--- src/rtl/cdb_arbiter_pkg.sv ---
// Shared constants and types for the CDB arbiter slice.
// Optional build macro: CDB_LSB_PRIO_EN (fixed LSB priority instead of round-robin).
package cdb_arbiter_pkg;

  localparam int ROB_W     = 4;  // width of a ROB entry tag
  localparam int CDB_DEPTH = 4;  // entries per source queue (power of 2, >= 2)
  localparam int CDB_PTR_W = 2;  // log2(CDB_DEPTH)

  typedef enum logic {
    CDB_SRC_ALU = 1'b0,
    CDB_SRC_LSB = 1'b1
  } cdb_src_e;

  typedef struct packed {
    logic [ROB_W-1:0] rob_entry;
    logic [31:0]      value;
  } cdb_entry_t;

  localparam int CDB_ENTRY_W = $bits(cdb_entry_t);

endpackage

--- src/rtl/cdb_arbiter_if.sv ---
// Producer-side push signals, queue back-pressure and the CDB broadcast.
// slave: the arbiter. master: the producers/consumers around it.
interface cdb_arbiter_if;
  import cdb_arbiter_pkg::*;

  logic             alu_ready;
  logic [ROB_W-1:0] alu_rob_entry;
  logic [31:0]      alu_value;
  logic             lsb_ready;
  logic [ROB_W-1:0] lsb_rob_entry;
  logic [31:0]      lsb_value;
  logic             alu_afull;
  logic             lsb_afull;
  logic             cdb_valid;
  logic [ROB_W-1:0] cdb_rob_entry;
  logic [31:0]      cdb_value;
  logic             cdb_src;
  logic             cdb_overflow;

  modport slave (
    input  alu_ready, alu_rob_entry, alu_value,
    input  lsb_ready, lsb_rob_entry, lsb_value,
    output alu_afull, lsb_afull,
    output cdb_valid, cdb_rob_entry, cdb_value, cdb_src, cdb_overflow
  );

  modport master (
    output alu_ready, alu_rob_entry, alu_value,
    output lsb_ready, lsb_rob_entry, lsb_value,
    input  alu_afull, lsb_afull,
    input  cdb_valid, cdb_rob_entry, cdb_value, cdb_src, cdb_overflow
  );

endinterface

--- src/rtl/cdb_arbiter_fifo.sv ---
// cdb_fifo: small per-source result queue. Pop frees a slot before a push
// in the same cycle, so a full queue still accepts a push when it is popped.
module cdb_fifo #(
  parameter int DEPTH = 4,
  parameter int PTR_W = 2,
  parameter int WIDTH = 36
) (
  input  logic             clk_in,
  input  logic             rst_in,
  input  logic             flush,
  input  logic             en,
  input  logic             push,
  input  logic [WIDTH-1:0] push_data,
  input  logic             pop,
  output logic [WIDTH-1:0] head_data,
  output logic             full,
  output logic             afull,
  output logic [PTR_W:0]   count
);

  localparam logic [PTR_W:0] FULL_C  = (PTR_W+1)'(DEPTH);
  localparam logic [PTR_W:0] AFULL_C = (PTR_W+1)'(DEPTH - 1);

  logic [WIDTH-1:0] mem [DEPTH];
  logic [PTR_W-1:0] head_ptr;
  logic [PTR_W-1:0] tail_ptr;
  logic             do_pop;
  logic             do_push;

  assign full    = (count == FULL_C);
  assign afull   = (count >= AFULL_C);
  assign do_pop  = en && pop && (count != '0);
  assign do_push = en && push && (!full || do_pop);

  // Pointer and occupancy bookkeeping; pointers wrap naturally at DEPTH.
  always_ff @(posedge clk_in) begin
    // NOTE: sequential state uses non-blocking assignments so every register samples pre-edge values.
    if (rst_in || flush) begin
      head_ptr <= '0;
      tail_ptr <= '0;
      count    <= '0;
    end else begin
      if (do_push) tail_ptr <= tail_ptr + 1'b1;
      if (do_pop)  head_ptr <= head_ptr + 1'b1;
      case ({do_push, do_pop})
        2'b10:   count <= count + 1'b1;
        2'b01:   count <= count - 1'b1;
        default: count <= count;
      endcase
    end
  end

  // Storage write at the tail.
  always_ff @(posedge clk_in) begin
    // NOTE: storage is not reset; validity is tracked by count, so stale data is never observed.
    if (do_push) mem[tail_ptr] <= push_data;
  end

  assign head_data = mem[head_ptr];

endmodule

--- src/rtl/cdb_arbiter.sv ---
// cdb_arbiter: drains the ALU and LSB result queues onto one registered CDB.
// Build option CDB_LSB_PRIO_EN: LSB queue always wins when nonempty;
// otherwise round-robin between the two queues, ALU winning the first tie.
module cdb_arbiter
  import cdb_arbiter_pkg::*;
(
  input  logic         clk_in,
  input  logic         rst_in,
  input  logic         rdy_in,
  input  logic         rob_clear_up,
  cdb_arbiter_if.slave bus
);

  logic                 clear;
  logic [CDB_PTR_W:0]   alu_count;
  logic [CDB_PTR_W:0]   lsb_count;
  logic                 alu_full;
  logic                 lsb_full;
  logic                 alu_ne;
  logic                 lsb_ne;
  cdb_entry_t           alu_head;
  cdb_entry_t           lsb_head;
  logic                 grant_lsb;
  cdb_src_e             grant_src;
  logic                 alu_pop;
  logic                 lsb_pop;
  logic                 overflow_evt;

  logic                 cdb_valid_q;
  cdb_entry_t           cdb_entry_q;
  cdb_src_e             cdb_src_q;
  logic                 overflow_q;

  assign clear = rst_in || rob_clear_up;

  cdb_fifo #(.DEPTH(CDB_DEPTH), .PTR_W(CDB_PTR_W), .WIDTH(CDB_ENTRY_W)) u_alu_q (
    .clk_in    (clk_in),
    .rst_in    (rst_in),
    .flush     (rob_clear_up),
    .en        (rdy_in),
    .push      (bus.alu_ready),
    .push_data ({bus.alu_rob_entry, bus.alu_value}),
    .pop       (alu_pop),
    .head_data (alu_head),
    .full      (alu_full),
    .afull     (bus.alu_afull),
    .count     (alu_count)
  );

  cdb_fifo #(.DEPTH(CDB_DEPTH), .PTR_W(CDB_PTR_W), .WIDTH(CDB_ENTRY_W)) u_lsb_q (
    .clk_in    (clk_in),
    .rst_in    (rst_in),
    .flush     (rob_clear_up),
    .en        (rdy_in),
    .push      (bus.lsb_ready),
    .push_data ({bus.lsb_rob_entry, bus.lsb_value}),
    .pop       (lsb_pop),
    .head_data (lsb_head),
    .full      (lsb_full),
    .afull     (bus.lsb_afull),
    .count     (lsb_count)
  );

  assign alu_ne = (alu_count != '0);
  assign lsb_ne = (lsb_count != '0);

`ifdef CDB_LSB_PRIO_EN
  // Fixed priority: the LSB queue wins whenever it holds an entry.
  always_comb begin
    grant_lsb = lsb_ne;
  end
`else
  cdb_src_e rr_last;

  // Round-robin: on a tie, grant the source that did not win last time.
  always_comb begin
    // NOTE: assign a default first so no path leaves the signal unassigned (no latch).
    grant_lsb = lsb_ne;
    if (alu_ne && lsb_ne) grant_lsb = (rr_last == CDB_SRC_ALU);
  end

  // Remember the last granted source; reset makes ALU win the first tie.
  always_ff @(posedge clk_in) begin
    if (clear) begin
      rr_last <= CDB_SRC_LSB;
    end else if (rdy_in && (alu_ne || lsb_ne)) begin
      rr_last <= grant_src;
    end
  end
`endif

  assign grant_src = grant_lsb ? CDB_SRC_LSB : CDB_SRC_ALU;
  assign alu_pop   = rdy_in && alu_ne && !grant_lsb;
  assign lsb_pop   = rdy_in && grant_lsb;

  // A push into a full queue that is not being popped this cycle is lost.
  assign overflow_evt = rdy_in && ((bus.alu_ready && alu_full && !alu_pop) ||
                                   (bus.lsb_ready && lsb_full && !lsb_pop));

  // Registered broadcast of the granted head plus the sticky overflow flag.
  always_ff @(posedge clk_in) begin
    if (clear) begin
      cdb_valid_q <= 1'b0;
      cdb_entry_q <= '0;
      cdb_src_q   <= CDB_SRC_ALU;
      overflow_q  <= 1'b0;
    end else if (rdy_in) begin
      if (alu_ne || lsb_ne) begin
        cdb_valid_q <= 1'b1;
        cdb_entry_q <= grant_lsb ? lsb_head : alu_head;
        cdb_src_q   <= grant_src;
      end else begin
        cdb_valid_q <= 1'b0;
      end
      if (overflow_evt) overflow_q <= 1'b1;
    end
  end

  assign bus.cdb_valid     = cdb_valid_q;
  assign bus.cdb_rob_entry = cdb_entry_q.rob_entry;
  assign bus.cdb_value     = cdb_entry_q.value;
  assign bus.cdb_src       = cdb_src_q;
  assign bus.cdb_overflow  = overflow_q;

endmodule

--- src/flat_wrapper.sv ---
// flat-port wrapper written by rule: the top's interface ports become plain ports
module cdb_arbiter_flat import cdb_arbiter_pkg::*;
  (clk_in, rst_in, rdy_in, rob_clear_up, bus_alu_ready, bus_alu_rob_entry, bus_alu_value, bus_lsb_ready, bus_lsb_rob_entry, bus_lsb_value, bus_alu_afull, bus_lsb_afull, bus_cdb_valid, bus_cdb_rob_entry, bus_cdb_value, bus_cdb_src, bus_cdb_overflow);
  cdb_arbiter_if bus_i ();
  input  logic clk_in;
  input  logic rst_in;
  input  logic rdy_in;
  input  logic rob_clear_up;
  input wire logic [$bits(bus_i.alu_ready)-1:0] bus_alu_ready;
  input wire logic [$bits(bus_i.alu_rob_entry)-1:0] bus_alu_rob_entry;
  input wire logic [$bits(bus_i.alu_value)-1:0] bus_alu_value;
  input wire logic [$bits(bus_i.lsb_ready)-1:0] bus_lsb_ready;
  input wire logic [$bits(bus_i.lsb_rob_entry)-1:0] bus_lsb_rob_entry;
  input wire logic [$bits(bus_i.lsb_value)-1:0] bus_lsb_value;
  output wire logic [$bits(bus_i.alu_afull)-1:0] bus_alu_afull;
  output wire logic [$bits(bus_i.lsb_afull)-1:0] bus_lsb_afull;
  output wire logic [$bits(bus_i.cdb_valid)-1:0] bus_cdb_valid;
  output wire logic [$bits(bus_i.cdb_rob_entry)-1:0] bus_cdb_rob_entry;
  output wire logic [$bits(bus_i.cdb_value)-1:0] bus_cdb_value;
  output wire logic [$bits(bus_i.cdb_src)-1:0] bus_cdb_src;
  output wire logic [$bits(bus_i.cdb_overflow)-1:0] bus_cdb_overflow;
  assign bus_i.alu_ready = bus_alu_ready;
  assign bus_i.alu_rob_entry = bus_alu_rob_entry;
  assign bus_i.alu_value = bus_alu_value;
  assign bus_i.lsb_ready = bus_lsb_ready;
  assign bus_i.lsb_rob_entry = bus_lsb_rob_entry;
  assign bus_i.lsb_value = bus_lsb_value;
  assign bus_alu_afull = bus_i.alu_afull;
  assign bus_lsb_afull = bus_i.lsb_afull;
  assign bus_cdb_valid = bus_i.cdb_valid;
  assign bus_cdb_rob_entry = bus_i.cdb_rob_entry;
  assign bus_cdb_value = bus_i.cdb_value;
  assign bus_cdb_src = bus_i.cdb_src;
  assign bus_cdb_overflow = bus_i.cdb_overflow;
  cdb_arbiter u_core (.clk_in(clk_in), .rst_in(rst_in), .rdy_in(rdy_in), .rob_clear_up(rob_clear_up), .bus(bus_i));
endmodule
--- config.mk ---
export PLATFORM = sky130hd
export DESIGN_NAME = cdb_arbiter_flat
export DESIGN_NICKNAME = d
export VERILOG_FILES = /design/src/rtl/cdb_arbiter_pkg.sv /design/src/rtl/cdb_arbiter_if.sv /design/src/rtl/cdb_arbiter_fifo.sv /design/src/rtl/cdb_arbiter.sv /design/src/flat_wrapper.sv
export SDC_FILE = /design/constraint.sdc
export NUM_CORES = 1
export LEC_CHECK = 0
export ABC_CLOCK_PERIOD_IN_PS = 7100
export BUFFER_PORTS_ARGS = -buffer_cell sky130_fd_sc_hd__buf_2
export CORE_MARGIN = 5
export CORE_UTILIZATION = 35
export DETAILED_ROUTE_END_ITERATION = 7
export GPL_TIMING_DRIVEN = 0
export PLACE_DENSITY_LB_ADDON = 0.2
export SYNTH_ARGS = -nofsm -noshare
export SYNTH_HDL_FRONTEND = slang
export SYNTH_HIERARCHICAL = 1
export SYNTH_SLANG_ARGS = --single-unit
--- constraint.sdc ---
create_clock -name clk_in -period 7.1 [get_ports clk_in]
set_input_delay 1.42 -clock clk_in [delete_from_list [all_inputs] [get_ports clk_in]]
set_output_delay 1.42 -clock clk_in [all_outputs]
set_load 0.02 [all_outputs]
==> results.md <==
- Gpl congestion: 0.799
- HP Class: reg -> reg
- Hold path startpoint: u_core/bus.cdb_overflow$_SDFFE_PP0P_
- Die ar.: about 0.042 mm^2
- Reg-to-reg endpoint: u_core/u_lsb_q/count[2]$_SDFFE_PP0P_
- Hold EP: u_core/bus.cdb_overflow$_SDFFE_PP0P_
- CTS HTree Levels: 2
- Post-Syn Instances: 720
- PwrDens: 272 mW/mm^2
- WHS Path Cells: 2
- CP Max Fanout: 10
- Flops & latches, synth: 346
- Critical path type: reg -> reg
- Critical Path, Cell by Cell: or3_1 -> buf_6 -> a21o_1 -> clkbuf_1 -> nor2_1 -> o311ai_2 -> or2_2 -> fa_1 -> nor4b_1 -> o21a_1 -> nor3_1
- Sequential-to-total area share from yosys stat: 74.3%
- Final setup vio count: 0
- First drt pass iteration count: 4
- CP Launch Type: flop
- Vias in the first global route: 7186
- Design Area, Final: 0.0158 mm^2
- Placed cell area: 0.0146 mm^2
- Clock Path Buffers: 3
- Via count: between 6000 and 7000
- Post-Syn Area: ~0.013 mm^2
- Reg2Reg Depth: 11
- RSZ-0062 raised after global routing: false
- DRC viols: 0
- Top_reg_cell synth: edfxtp_1
- Largest net degree at the start of global routing: 32
- Fin crit period: 3.55 ns
- Initial Util: between 30% and 40%
- Die X-Extent: 204 um
- Clk_lat worst skew: 0.52 ns
- Post_cts resized: 0
- Synth warn: 6
- Core area: 0.0375 mm^2
- Leak: 5.39 nW
- Post-CTS Setup Inserts: 0
- Post-route ant nets: 0
- Final net count: between 900 and 1000
- Max-Cap Viols: 0
- CTS Root Cell: clkbuf_16
- Share of layout cells above drive strength 1: 32.4%
- HPWL Detailed: 20.2 mm
- CTS Hold Bufs: 0
- CP max-delay cell: or3_1
- WP data required: 7.49 ns
- Final core utilization: around 42%
- Mapped Nets: ~810
- First-pass GRT wire length: 44.0 mm
- Drt via density: 4.82
- DRT iter0 DRCs: 389
- Total gr overflow: 0
- Total GRT Usage: ~14%
- Total CTS buffers: 38
- Initial antenna violation count: 5
- Final Hold Viols: 0
- Total Wirelength: 29.2 mm
- Final Skew: 0.0140 ns
- Overall power: 4.30 mW
- Chip Height: ~200 um
- CP arrival: around 3.9 ns
- Area grow syn2layout: 19.7%
- Status: finished, final reports clean
- Distinct cells, synth: 43
- Io pins: 119
- Clk slew on worst S/H paths: 0.06 ns
- TritonCTS clock tree: done
- Port Buf Inserts: 118
- Setup TNS: 0 ns
- Setup crit end kind: flop
- Post-synth EDFFs: approximately 290
- Flop2flop setup slack: 3.55 ns
- Worst r2r src: u_core/u_alu_q/count[1]$_SDFFE_PP0P_
- Max incr delay on CP: approximately 0.42 ns
- Average wire per standard cell: 20.5 um
- Tcrit/Tclk final: 50.0%
- Fmax: between 0.2 and 0.3 GHz
- Slew @ Worst Pin: 0.726 ns
- Row cnt: 71
- Worst slew margin: 51.6%
- Total clock sinks: 346
- Slew Limit Fails: 0
- Async SR Flop Fraction: 0%
- Syn_area_per_cell: 18.3 um^2
- Max IR drop VDD: 0.000182 V
-- cell usage after synthesis, types with 4 or more instances --
cell,n,area share (%)
and2_1,8,0.38
nand2_1,38,1.1
a21oi_1,72,2.7
dfxtp_1,58,8.8
or2_2,5,0.24
mux4_2,72,12
buf_4,9,0.51
inv_1,14,0.40
nor3_1,5,0.19
o21ai_0,34,1.3
o21ai_1,9,0.34
clkbuf_1,8,0.23
nor2_1,22,0.63
buf_6,6,0.51
buf_2,4,0.15
ha_1,8,0.76
xnor2_1,10,0.66
buf_1,9,0.26
edfxtp_1,288,66
-- placed cells by master, fill, tap and decap left out, types with 10 or more instances in the layout --
master     instances
mux4_2            72
edfxtp_1         288
xnor2_1           10
inv_1             14
dfxtp_1           58
nor2_1            22
a21oi_1           72
clkbuf_16         39
clkbuf_1          20
nand2_1           38
buf_2            122
o21ai_0           34
-- final cells by class --
type                            count  area [um^2]
Inverter                           14         52.6
Clock buffer                       52         1030
Fill cell                        3452        21700
Clock inverter                     16          168
Timing Repair Buffer              126          751
Multi-Input combinational cell    321         3110
Sequential cell                   346         9810
Antenna cell                        1         2.50
Tap cell                          511          639
Buffer                             39          236
-- critical path, delay by kind of cell (launching register included) --
| family | cells | cell delay (ns) |
|---|---|---|
| simple gates | 5 | 1.57 |
| compound gates | 3 | 0.67 |
| flops | 1 | 0.40 |
| buf+inv | 2 | 0.39 |
| fa+ha+maj | 1 | 0.38 |
-- routing by layer --
layer	routed length [um]	track usage, %	share of wire, %
met5	67	0	0.23
met2	14100	22.9	48
met4	404	3.04	1.4
met1	12700	18.9	43
met3	1970	4.13	6.7
-- per-stage QoR --
step | worst slack [ns] | instances | hold slack, ns
6_report | 3.55 | 1426 | 0.449
5_1_grt | 3.33 | 1425 | 0.488
4_1_cts | 3.55 | 1425 | 0.454
3_5_place_dp | 3.17 | 1357 | 0.440
3_3_place_gp | 2.44 | 1349 | 0.441
2_1_floorplan | 3.66 | 720 | 0.490
-- sequential cells by signal, summed over array words and instances (netlist names), 2 cells and up, named ones only --
register,flops
u_core/u_lsb_q/mem,144
u_core/u_lsb_q/head_ptr,2
u_core/u_alu_q/count,3
u_core/u_lsb_q/count,3
u_core/bus.cdb_rob_entry,4
u_core/u_alu_q/tail_ptr,2
u_core/bus.cdb_value,32
u_core/u_alu_q/mem,144
u_core/u_alu_q/head_ptr,2
u_core/u_lsb_q/tail_ptr,2
-- how the worst max path moves through the flow --
stage / startpoint / to / cells past startpoint
floorplan: rdy_in / u_core/u_lsb_q/mem[0][0]$_DFFE_PP_ / 6
finish: u_core/u_alu_q/count[1]$_SDFFE_PP0P_ / u_core/u_lsb_q/count[2]$_SDFFE_PP0P_ / 11
global placement: rdy_in / u_core/u_lsb_q/mem[0][20]$_DFFE_PP_ / 7
global route: u_core/u_alu_q/count[1]$_SDFFE_PP0P_ / u_core/u_lsb_q/count[2]$_SDFFE_PP0P_ / 11
detailed placement: rdy_in / u_core/u_lsb_q/count[2]$_SDFFE_PP0P_ / 10
CTS: u_core/u_alu_q/count[1]$_SDFFE_PP0P_ / u_core/u_lsb_q/count[2]$_SDFFE_PP0P_ / 11
-- where the power goes --
part	total [mW]	internal, mW	switching, mW
clock network	1.89	1.13	0.758
registers	2.24	2.23	0.0103
logic	0.164	0.0621	0.102
total	4.30	3.43	0.870
-- kinds of logic (layout without fill, tap and decap cells) --
group                    Yosys count  in the layout  synth area share (%)
flip-flops                       346            346                  74.3
AO/OA/AOI/OAI                    138            138                  6.14
AND/OR/NAND/NOR                   89             89                  3.19
multiplexers                      74             74                  12.4
buffers and inverters             53            247                  2.19
adder cells (fa/ha/maj)           10             10                  1.06
XOR/XNOR                          10             10                 0.664
other                              0              1                     0
Power figures use the tool's default switching activity.
